===== config.mk =====
export PLATFORM = sky130hd
export DESIGN_NAME = alu_req_arbiter
export DESIGN_NICKNAME = d
export VERILOG_FILES = /design/src/rtl/alu_types_pkg.sv /design/src/rtl/rr_arbiter.sv /design/src/rtl/alu_req_arbiter.sv
export SDC_FILE = /design/constraint.sdc
export NUM_CORES = 1
export LEC_CHECK = 0
export CORE_MARGIN = 8
export CORE_UTILIZATION = 29
export CTS_CLUSTER_DIAMETER = 50
export DETAILED_ROUTE_END_ITERATION = 10
export PLACE_DENSITY = 0.77
export SYNTH_ARGS = -nofsm -noshare
export SYNTH_HDL_FRONTEND = slang
export SYNTH_HIERARCHICAL = 1
export SYNTH_SLANG_ARGS = --single-unit

===== constraint.sdc =====
create_clock -name clk -period 3 [get_ports clk]
set_clock_uncertainty 0.2 [all_clocks]
set_input_delay 0.6 -clock clk [delete_from_list [all_inputs] [get_ports clk]]
set_output_delay 0.6 -clock clk [all_outputs]
set_load 0.01 [all_outputs]

===== src/rtl/alu_types_pkg.sv =====
// Shared ALU operation encodings and helpers for the
// request arbiter and its round-robin grant logic.
package alu_types_pkg;

   localparam int OP_W = 3;

   typedef enum logic [OP_W-1:0] {
      OP_ADD = 3'd0,
      OP_SUB = 3'd1,
      OP_MUL = 3'd2
   } operation_t;

   // Only add/sub/mul are implemented; anything else is
   // still issued but flagged back to the requester.
   function automatic logic is_legal_op(operation_t op);
      return (op == OP_ADD) || (op == OP_SUB) || (op == OP_MUL);
   endfunction

endpackage


===== src/rtl/rr_arbiter.sv =====
// Combinational round-robin grant: search from pointer
// upward with wrap, first pending request wins.
module rr_arbiter #(
   parameter int NREQ = 4,
   localparam int IDW = $clog2(NREQ)
) (
   input  logic [NREQ-1:0] req,
   input  logic [IDW-1:0]  pointer,
   input  logic            enable,
   output logic [NREQ-1:0] grant
);

   logic [IDW:0]   sum;
   logic [IDW-1:0] idx;
   logic           found;

   // Scan requesters starting at the pointer, wrapping at NREQ
   always_comb begin
      grant = '0;
      found = 1'b0;
      sum   = '0;
      idx   = '0;
      for (int i = 0; i < NREQ; i++) begin
         sum = {1'b0, pointer} + (IDW+1)'(i);
         if (sum >= (IDW+1)'(NREQ)) begin
            sum = sum - (IDW+1)'(NREQ);
         end
         idx = sum[IDW-1:0];
         if (enable && !found && req[idx]) begin
            grant[idx] = 1'b1;
            found      = 1'b1;
         end
      end
   end

endmodule


===== src/rtl/alu_req_arbiter.sv =====
// Shares one pipelined ALU among NREQ requesters and routes
// each result back to its originator via a tag pipeline.
module alu_req_arbiter
   import alu_types_pkg::*;
#(
   parameter int NREQ    = 4,
   parameter int WIDTH   = 6,
   parameter int ALU_LAT = 2,
   parameter int IDW     = $clog2(NREQ)
) (
   input  logic                   clk,
   input  logic                   rst,
   input  logic                   hold,
   input  logic [NREQ-1:0]        req_valid,
   output logic [NREQ-1:0]        req_ready,
   input  logic [NREQ*OP_W-1:0]   req_op,
   input  logic [NREQ*WIDTH-1:0]  req_a,
   input  logic [NREQ*WIDTH-1:0]  req_b,
   output logic [OP_W-1:0]        alu_op,
   output logic [WIDTH-1:0]       alu_a,
   output logic [WIDTH-1:0]       alu_b,
   output logic                   alu_in_valid,
   input  logic [WIDTH:0]         alu_out,
   input  logic                   alu_out_valid,
   output logic [NREQ-1:0]        rsp_valid,
   output logic [WIDTH:0]         rsp_data,
   output logic                   rsp_err,
   output logic                   busy,
   output logic                   tag_err
);

   typedef struct packed {
      logic           valid;
      logic [IDW-1:0] id;
      logic           illegal;
   } tag_t;

   logic [IDW-1:0]   pointer;
   logic [IDW-1:0]   next_ptr;
   logic [NREQ-1:0]  grant;
   logic             any_grant;
   logic [IDW-1:0]   win_id;
   logic [OP_W-1:0]  win_op;
   logic [WIDTH-1:0] win_a;
   logic [WIDTH-1:0] win_b;
   tag_t             new_tag;
   tag_t             tags [ALU_LAT];
   tag_t             last;
   logic             hit;

   // Reset also blocks grants so nothing is accepted while
   // the ALU pipeline is being cleared.
   rr_arbiter #(
      .NREQ(NREQ)
   ) u_rr (
      .req(req_valid),
      .pointer(pointer),
      .enable(~hold & ~rst),
      .grant(grant)
   );

   assign any_grant = |grant;
   assign req_ready = grant;

   // Encode the winner and mux its payload toward the ALU
   always_comb begin
      win_id = '0;
      win_op = '0;
      win_a  = '0;
      win_b  = '0;
      for (int i = 0; i < NREQ; i++) begin
         if (grant[i]) begin
            win_id = IDW'(i);
            win_op = req_op[i*OP_W +: OP_W];
            win_a  = req_a[i*WIDTH +: WIDTH];
            win_b  = req_b[i*WIDTH +: WIDTH];
         end
      end
   end

   assign alu_op       = win_op;
   assign alu_a        = win_a;
   assign alu_b        = win_b;
   assign alu_in_valid = any_grant;

   // Next pointer is the slot just past the winner
   always_comb begin
      next_ptr = win_id + 1'b1;
      if (win_id == IDW'(NREQ-1)) begin
         next_ptr = '0;
      end
   end

   // Pointer advances only on a grant, so hold freezes it
   always_ff @(posedge clk or posedge rst) begin
      if (rst) begin
         pointer <= '0;
      end else if (any_grant) begin
         pointer <= next_ptr;
      end
   end

   // Tag that travels alongside the operation in the ALU
   always_comb begin
      new_tag.valid   = any_grant;
      new_tag.id      = win_id;
      new_tag.illegal = any_grant &
                        ~is_legal_op(operation_t'(win_op));
   end

   // Tag shift register matched to the ALU latency
   always_ff @(posedge clk or posedge rst) begin
      if (rst) begin
         for (int i = 0; i < ALU_LAT; i++) begin
            tags[i] <= '0;
         end
      end else begin
         tags[0] <= new_tag;
         for (int i = 1; i < ALU_LAT; i++) begin
            tags[i] <= tags[i-1];
         end
      end
   end

   assign last = tags[ALU_LAT-1];
   assign hit  = alu_out_valid & last.valid;

   // Route a matched ALU result back to its requester
   always_comb begin
      rsp_valid = '0;
      rsp_data  = '0;
      rsp_err   = 1'b0;
      if (hit) begin
         rsp_valid = NREQ'(1) << last.id;
         rsp_data  = alu_out;
         rsp_err   = last.illegal;
      end
   end

   // Anything still travelling through the ALU
   always_comb begin
      busy = 1'b0;
      for (int i = 0; i < ALU_LAT; i++) begin
         busy = busy | tags[i].valid;
      end
   end

   // Sticky flag for ALU strobes that disagree with the tags
   always_ff @(posedge clk or posedge rst) begin
      if (rst) begin
         tag_err <= 1'b0;
      end else if (alu_out_valid != last.valid) begin
         tag_err <= 1'b1;
      end
   end

endmodule


==> flow_summary.yaml, run 1 <==
detailed_routing:
  drc_errors: 0
  drt-initial-drc-count: 30
  wl_per_cell_um: 17.7
  ant_nets: 0
  viasPerCell: 5.07
  drt_wl_total_mm: 6.40
  first_pass_iters: 4
  num_vias: 1830
hold_path:
  min_path_type: "flop to flop"
placement:
  hpwl_mm: 4.55
  dpl_cell_area_mm2: 0.00275
  portBuffers: 108
  dp_slack_ps: -1420
  globalplace.congestion: 0.835
synth:
  synth_top_family_by_area: "compound AO/OA/AOI/OAI gates"
  yosysUniqueCellTypes: 40
  synthXorXnorAreaFrac: 0
  avgSynthCellArea_um2: 8.82
  synth_adder_area_share: 0.0788
  synth_mux_area_frac: 0.0719
  synth_nets: 227
  yosysSeqAreaShare: 0.217
  yosysWarnings: 6
  netlist_area_mm2: 0.00127
  synth_edf_count: 0
  postSynth.topFlopCell: "dfrtp_1"
  async_reset_ff_frac: 1.00
  syn_inst: 144
  ys_ff_latch: 11
  synth-simple-area-share: 0.224
  synth_compound_area_frac: 0.330
clock_network:
  cts_max_path_buffers: 2
  cts_tree: "done"
  h-tree-depth: 1
  numCtsBuffers: 3
  ctsHoldBuffers: 0
  clock_latency_ps: 240
  clock_sink_count: 11
  cts.clk_slew.worst_paths_ps: 50
  cts_root_buf: "clkbuf_8"
timing:
  finalSetupViolations: 19
  fin_crit_sh: 1.21
  setup_slack_ps: -636
  max_freq_mhz: 275
  worst_pin_slew_ps: 407
  post-route-min-period_ps: 3640
  slew_headroom: 0.728
  rsz0062_at_grt: "yes"
  maxSlewViolCount: 0
  hold_viol_final: 0
  hold-worst-slack_ps: 145
worst_setup_path:
  r2r_cells: 13
  rr_startpoint: "pointer[0]$_DFFE_PP0P_"
  slowest_stage: "dfrtp_2"
  cpPeakStageDelay_ps: 380
  crit_type: "flop to output port"
  path_cells: "inv_2 -> ha_4 -> mux2i_4 -> o22ai_4 -> buf_6 -> a22oi_2 -> o221ai_4 -> buf_6 -> buf_6 -> a21o_1 -> o32ai_4 -> inv_1 -> buf_2"
  rrSetupSlack_ps: 40
  crit_start: "pointer[0]$_DFFE_PP0P_"
  worstSetupPathDepth: 13
  cp.arrival_ps: 2840
  worstPathRequired_ps: 2200
  r2r-end: "tags[4]$_DFF_PP0_"
  cp_top_family: "compound AO/OA/AOI/OAI gates"
  crit_path_frequent_cell: "buf_6"
  cp_num_buf_inv: 6
  start_kind: "flop"
  path_max_fanout: 5
  crit_path_end: "alu_op[0]"
  critical_path.endpoint_type: "output port"
floorplan:
  fp-row-count: 24
  die_w_um: 82.2
  initial_core_util: 0.296
  die_area_mm2: 0.00675
  fp.dieH_um: 82.2
  io_pins: 109
  core_area_mm2: 0.00429
power:
  p_leak_nw: 1.37
  p_total_mw: 2.24
  powerDensity_mw_per_mm2: 694
  ir_worst_vdd_mv: 0.286
outcome:
  status: "finished, violations left"
  violations: "negative setup slack"
finish:
  synthToLayoutAreaGrowth_pct: 153
  fin_nets: 393
  diodes: 0
  drive_above_1_share: 0.472
  stdcell_area_mm2: 0.00322
  nFillCells: 298
grt:
  grt_pass1_wl_mm: 9.34
  grt_overflow: 0
  grt_pass1_vias: 2039
  grt_use_total: 0.176
  antenna_found_initial: 0
  grt_max_degree: 22
flow_run:
  drv_cap: 0
[cells in the mapped netlist, types with 2 or more instances]
library cell  number  area [um2]
or2_2              2        12.5
and2_1             9        56.3
nor2b_1            5        31.3
a21oi_1            3        15.0
buf_2              5        25.0
inv_1             13        48.8
or3_1              2        12.5
and3b_1            2        17.5
dfrtp_1           11         275
nand2_1            7        26.3
o221ai_1           4        35.0
nor2_1             3        11.3
mux4_2             2        45.0
o21ai_0           14        70.1
ha_1               8         100
a22oi_1           28         210
mux2i_1            2        20.0
clkbuf_1           2        7.51
[sequential cells by signal (all words and copies together), names as in the netlist]
| signal | flops |
|---|---|
| last | 4 |
| pointer | 2 |
| tag_err | 1 |
| tags | 4 |
[worst reg2reg max path: stages, from the launching register on]
cell and delay, ps:
dfrtp_2 380, inv_2 60, ha_4 310, mux2i_4 260, o22ai_4 120, buf_6 130
a22oi_2 240, o221ai_4 150, buf_6 160, buf_6 110, a21o_1 180, o32ai_4 270
buf_4 150, o221ai_2 80
[cell type report]
cell class	count	area (um2)	area share
Clock buffer	4	45.0	0.0140
Inverter	13	56.3	0.0175
Multi-Input combinational cell	112	1170	0.363
Sequential cell	11	278	0.0863
Tap cell	52	65.1	0.0202
Timing Repair Buffer	169	1610	0.499
[how the worst min path moves through the flow]
stage	end	slack [ps]	start	cells after the start
finish	last[0]$_DFF_PP0_	150	tags[4]$_DFF_PP0_	0
global route	last[1]$_DFF_PP0_	160	tags[5]$_DFF_PP0_	0
CTS	last[0]$_DFF_PP0_	150	tags[4]$_DFF_PP0_	0
detailed placement	last[0]$_DFF_PP0_	140	tags[4]$_DFF_PP0_	0
global placement	last[0]$_DFF_PP0_	130	tags[4]$_DFF_PP0_	0
floorplan	last[0]$_DFF_PP0_	130	tags[4]$_DFF_PP0_	0
[cell usage in the layout, fill, tap and decap left out, types with 2 or more instances in the layout]
| cell | synthesis | layout |
|---|---|---|
| inv_2 | 0 | 3 |
| buf_4 | 1 | 37 |
| nor2b_1 | 5 | 4 |
| a22oi_1 | 28 | 12 |
| ha_1 | 8 | 6 |
| inv_4 | 0 | 3 |
| or2_2 | 2 | 2 |
| nand2_2 | 0 | 4 |
| or3_4 | 0 | 2 |
| clkdlybuf4s50_1 | 0 | 83 |
| dfrtp_1 | 11 | 9 |
| o221ai_4 | 0 | 4 |
| a22oi_2 | 0 | 16 |
| clkbuf_16 | 0 | 2 |
| mux2i_4 | 0 | 2 |
| and3b_1 | 2 | 2 |
| inv_1 | 13 | 7 |
| clkbuf_8 | 0 | 3 |
| dfrtp_2 | 0 | 2 |
| buf_6 | 1 | 29 |
| nand2_1 | 7 | 3 |
| buf_2 | 5 | 15 |
| o21ai_1 | 0 | 13 |
| nor2_1 | 3 | 3 |
| mux4_2 | 2 | 3 |
| a21oi_1 | 3 | 3 |
| and2_1 | 9 | 8 |
[layer usage]
metal	routed length (um)	vias up	share of wire	GRT usage
met3	672	13	0.11	0.0703
met4	111	0	0.017	0.0702
met1	2230	844	0.35	0.178
met2	3380	97	0.53	0.316
met5	0	-	0	0
li1	-	876	-	-
[power by group]
group	internal (mW)	leakage (nW)	switching [mW]
combinational	1.04	1.21	0.810
sequential	0.208	0.137	0.0353
clock	0.0930	0.0228	0.0521
[logic make-up after synthesis]
kind of cell / after synthesis
AND/OR/NAND/NOR: 42
flip-flops: 11
buffers and inverters: 22
multiplexers: 5
AO/OA/AOI/OAI: 56
adder cells (fa/ha/maj): 8
[metrics by stage]
| step | util | cells | TNS, ps |
|---|---|---|---|
| 5_1_grt | 0.750 | 361 | -11480 |
| 3_5_place_dp | 0.640 | 328 | -26370 |
| 6_report | 0.750 | 361 | -9640 |
| 2_1_floorplan | - | 144 | -2120 |
| 4_1_cts | 0.715 | 355 | -10010 |
| 3_3_place_gp | 0.640 | 328 | -25150 |
[timing repair]
action,in CTS,in global routing
setup endpoints to repair,24,22
hold endpoints to repair,0,0
resized for setup,141,36
gates cloned,2,2
pin swaps,19,14
buffers inserted,27,8
Power figures use the tool's default switching activity.
==> run 2, diff against run 1 <==
SYNTH_HIERARCHICAL = not set   (was 1)
==> run 2 against run 1 <==
Against the previous run:
- the run still ends with negative setup slack left
- critical path depth did not move
- die area is 2.2% higher
- clock power hardly changed
- worst hold slack improved by 1.5 ps
- global-route usage down 1.1 points
- synthesized area is 2.8% higher
- register-to-register slack lost 280 ps
- worst setup slack worse by 260 ps
- utilization is 5.8 points lower
- critical endpoint is now alu_b[2]
- largest cell class unchanged
- largest power group unchanged
==> flow_summary.yaml, run 2 <==
outcome:
  status: "finished, violations left"
  violations: "negative setup slack"
timing:
  setup_tns_ps: -14650
  rsz0062_at_grt: "yes"
  setup_slack_ps: -892
  fin_crit_sh: 1.30
  maxSlewViolCount: 0
  max_freq_mhz: 257
  worst_pin_slew_ps: 375
  finalSetupViolations: 21
  hold-worst-slack_ps: 147
  post-route-min-period_ps: 3890
  hold_viol_final: 0
  slew_headroom: 0.750
synth:
  syn_inst: 148
  netlist.area_leader.share: 0.211
  yosysSeqAreaShare: 0.211
  yosysUniqueCellTypes: 39
  synth_edf_count: 0
  postSynth.topFlopCell: "dfrtp_1"
  yosysTopAreaCell: "dfrtp_1"
  synth_common_cells: "21 x nand2_1, 13 x a222oi_1, 13 x o21ai_1, 11 x dfrtp_1, 10 x inv_1"
  yosysWarnings: 0
  netlist_area_mm2: 0.00131
  yosysMostFrequentCell: "nand2_1"
  synth_nets: 231
  ys_ff_latch: 11
  async_reset_ff_frac: 1.00
  avgSynthCellArea_um2: 8.82
  netlist_top_cells_area: "dfrtp_1 21%, a222oi_1 10%, ha_1 7.7%, mux4_2 6.9%, nand2_1 6.0%"
power:
  swShare: 0.401
  internal_power_mw: 1.27
  comb_power_share: 0.820
  p_total_mw: 2.12
  p_leak_nw: 1.35
  pwr-share-seq: 0.112
  p_sw_mw: 0.849
  p_clk_frac: 0.068
  powerDensity_mw_per_mm2: 704
  ir_worst_vdd_mv: 0.278
detailed_routing:
  drt-initial-drc-count: 108
  num_vias: 1847
  wl_per_cell_um: 17.6
  drc_errors: 0
  drt_wl_total_mm: 6.21
  viasPerCell: 5.25
  ant_nets: 0
  first_pass_iters: 5
placement:
  dp_slack_ps: -1400
  portBuffers: 108
  globalplace.congestion: 0.828
  dpl_cell_area_mm2: 0.00266
  place_inst: 329
  hpwl_mm: 4.58
worst_setup_path:
  critical_path.endpoint_type: "output port"
  crit_start: "pointer[0]$_DFFE_PP0P_"
  rr_startpoint: "pointer[0]$_DFFE_PP0P_"
  crit_path_frequent_cell: "buf_6"
  r2r-end: "tags[4]$_DFF_PP0_"
  r2r_cells: 13
  cp.arrival_ps: 3090
  crit_path_end: "alu_b[2]"
  slowest_stage: "dfrtp_1"
  cpPeakStageDelay_ps: 410
  start_kind: "flop"
  path_cells: "clkinvlp_4 -> ha_4 -> mux2_4 -> and3_4 -> o311a_1 -> a221o_2 -> buf_6 -> nor3_4 -> buf_4 -> buf_6 -> a222oi_1 -> o21ai_1 -> buf_2"
  path_max_fanout: 5
  crit_type: "flop to output port"
  worstPathRequired_ps: 2200
  rrSetupSlack_ps: -240
finish:
  final_cell_mix: "82 x clkdlybuf4s50_1, 31 x buf_4, 21 x nand2_1, 21 x buf_6, 15 x buf_2"
  fin_cells: 352
  synthToLayoutAreaGrowth_pct: 131
  fin_nets: 384
  diodes: 0
  nFillCells: 322
  seq_area_um2: 275
  stdcell_area_mm2: 0.00301
  final_util: 0.692
  drive_above_1_share: 0.367
  mostFrequentLayoutCell: "clkdlybuf4s50_1"
  multi_input_area_mm2: 0.00106
clock_network:
  cts.clk_slew.worst_paths_ps: 50
  cts_root_buf: "clkbuf_8"
  h-tree-depth: 1
  numCtsBuffers: 3
  cts_tree: "done"
  clock_sink_count: 11
  ctsHoldBuffers: 0
  clock_latency_ps: 230
  cts_max_path_buffers: 2
floorplan:
  die_area_mm2: 0.00690
  initial_core_util: 0.300
  fp-row-count: 24
  die_w_um: 83.1
  core_area_mm2: 0.00435
  io_pins: 109
  fp.dieH_um: 83.1
hold_path:
  min_path_type: "flop to flop"
flow_run:
  drv_cap: 0
grt:
  grt_pass1_vias: 2086
  grt_max_degree: 16
  grt_use_total: 0.165
  grt_pass1_wl_mm: 9.70
  antenna_found_initial: 0
  grt_overflow: 0
-- run 2: worst min-delay path by stage --
stage | from | to | slack, ps | cells after the start
6_report | tags[5]$_DFF_PP0_ | last[1]$_DFF_PP0_ | 150 | 0
4_1_cts | tags[5]$_DFF_PP0_ | last[1]$_DFF_PP0_ | 150 | 0
3_3_place_gp | tags[4]$_DFF_PP0_ | last[0]$_DFF_PP0_ | 130 | 0
3_5_place_dp | tags[5]$_DFF_PP0_ | last[1]$_DFF_PP0_ | 140 | 0
2_1_floorplan | tags[4]$_DFF_PP0_ | last[0]$_DFF_PP0_ | 130 | 0
5_1_grt | tags[5]$_DFF_PP0_ | last[1]$_DFF_PP0_ | 150 | 0
-- run 2: metal layers --
| metal | GRT usage | vias to the layer above | routed length [um] |
|---|---|---|---|
| li1 | - | 871 | - |
| met1 | 0.169 | 850 | 2320 |
| met2 | 0.295 | 112 | 3110 |
| met3 | 0.0645 | 14 | 600 |
| met4 | 0.0623 | 0 | 173 |
| met5 | 0 | - | 0 |
-- run 2: area by class of cell --
cell class              count  area share
well taps                  52      0.0216
flip-flops and latches     11      0.0914
inverters                  10      0.0137
clock buffers               4      0.0150
multi-input cells         115       0.353
repair buffers            160       0.505
-- run 2: kinds of logic after synthesis --
| group | after synthesis | synth area share |
|---|---|---|
| muxes | 8 | 0.101 |
| AOI/OAI and AO/OA | 43 | 0.268 |
| DFF | 11 | 0.211 |
| and+or+nand+nor | 56 | 0.252 |
| buffers and inverters | 22 | 0.0911 |
| adders and majority gates | 8 | 0.0767 |
-- run 2: repair_timing --
action,in CTS,in global routing
setup buffers,12,7
pin swaps,23,19
gates cloned,3,0
setup endpoints to repair,22,21
resized for setup,116,23
-- run 2: critical path: cells and delay by family, from the launching register on --
family / cells / cell delay (ps)
buffers and inverters: 5 / 700
muxes: 1 / 290
DFF: 1 / 410
AOI/OAI and AO/OA: 4 / 820
and+or+nand+nor: 2 / 340
adders and majority gates: 1 / 300
-- run 2: power groups by stage --
stage | clock network (mW) | registers, mW | logic (mW)
final | 0.143 | 0.238 | 1.74
after global placement | 0 | 0.237 | 1.47
after global routing | 0.152 | 0.243 | 1.87
after floorplan | 0 | 0.239 | 0.798
after CTS | 0.147 | 0.238 | 1.62
after detailed placement | 0 | 0.241 | 1.49
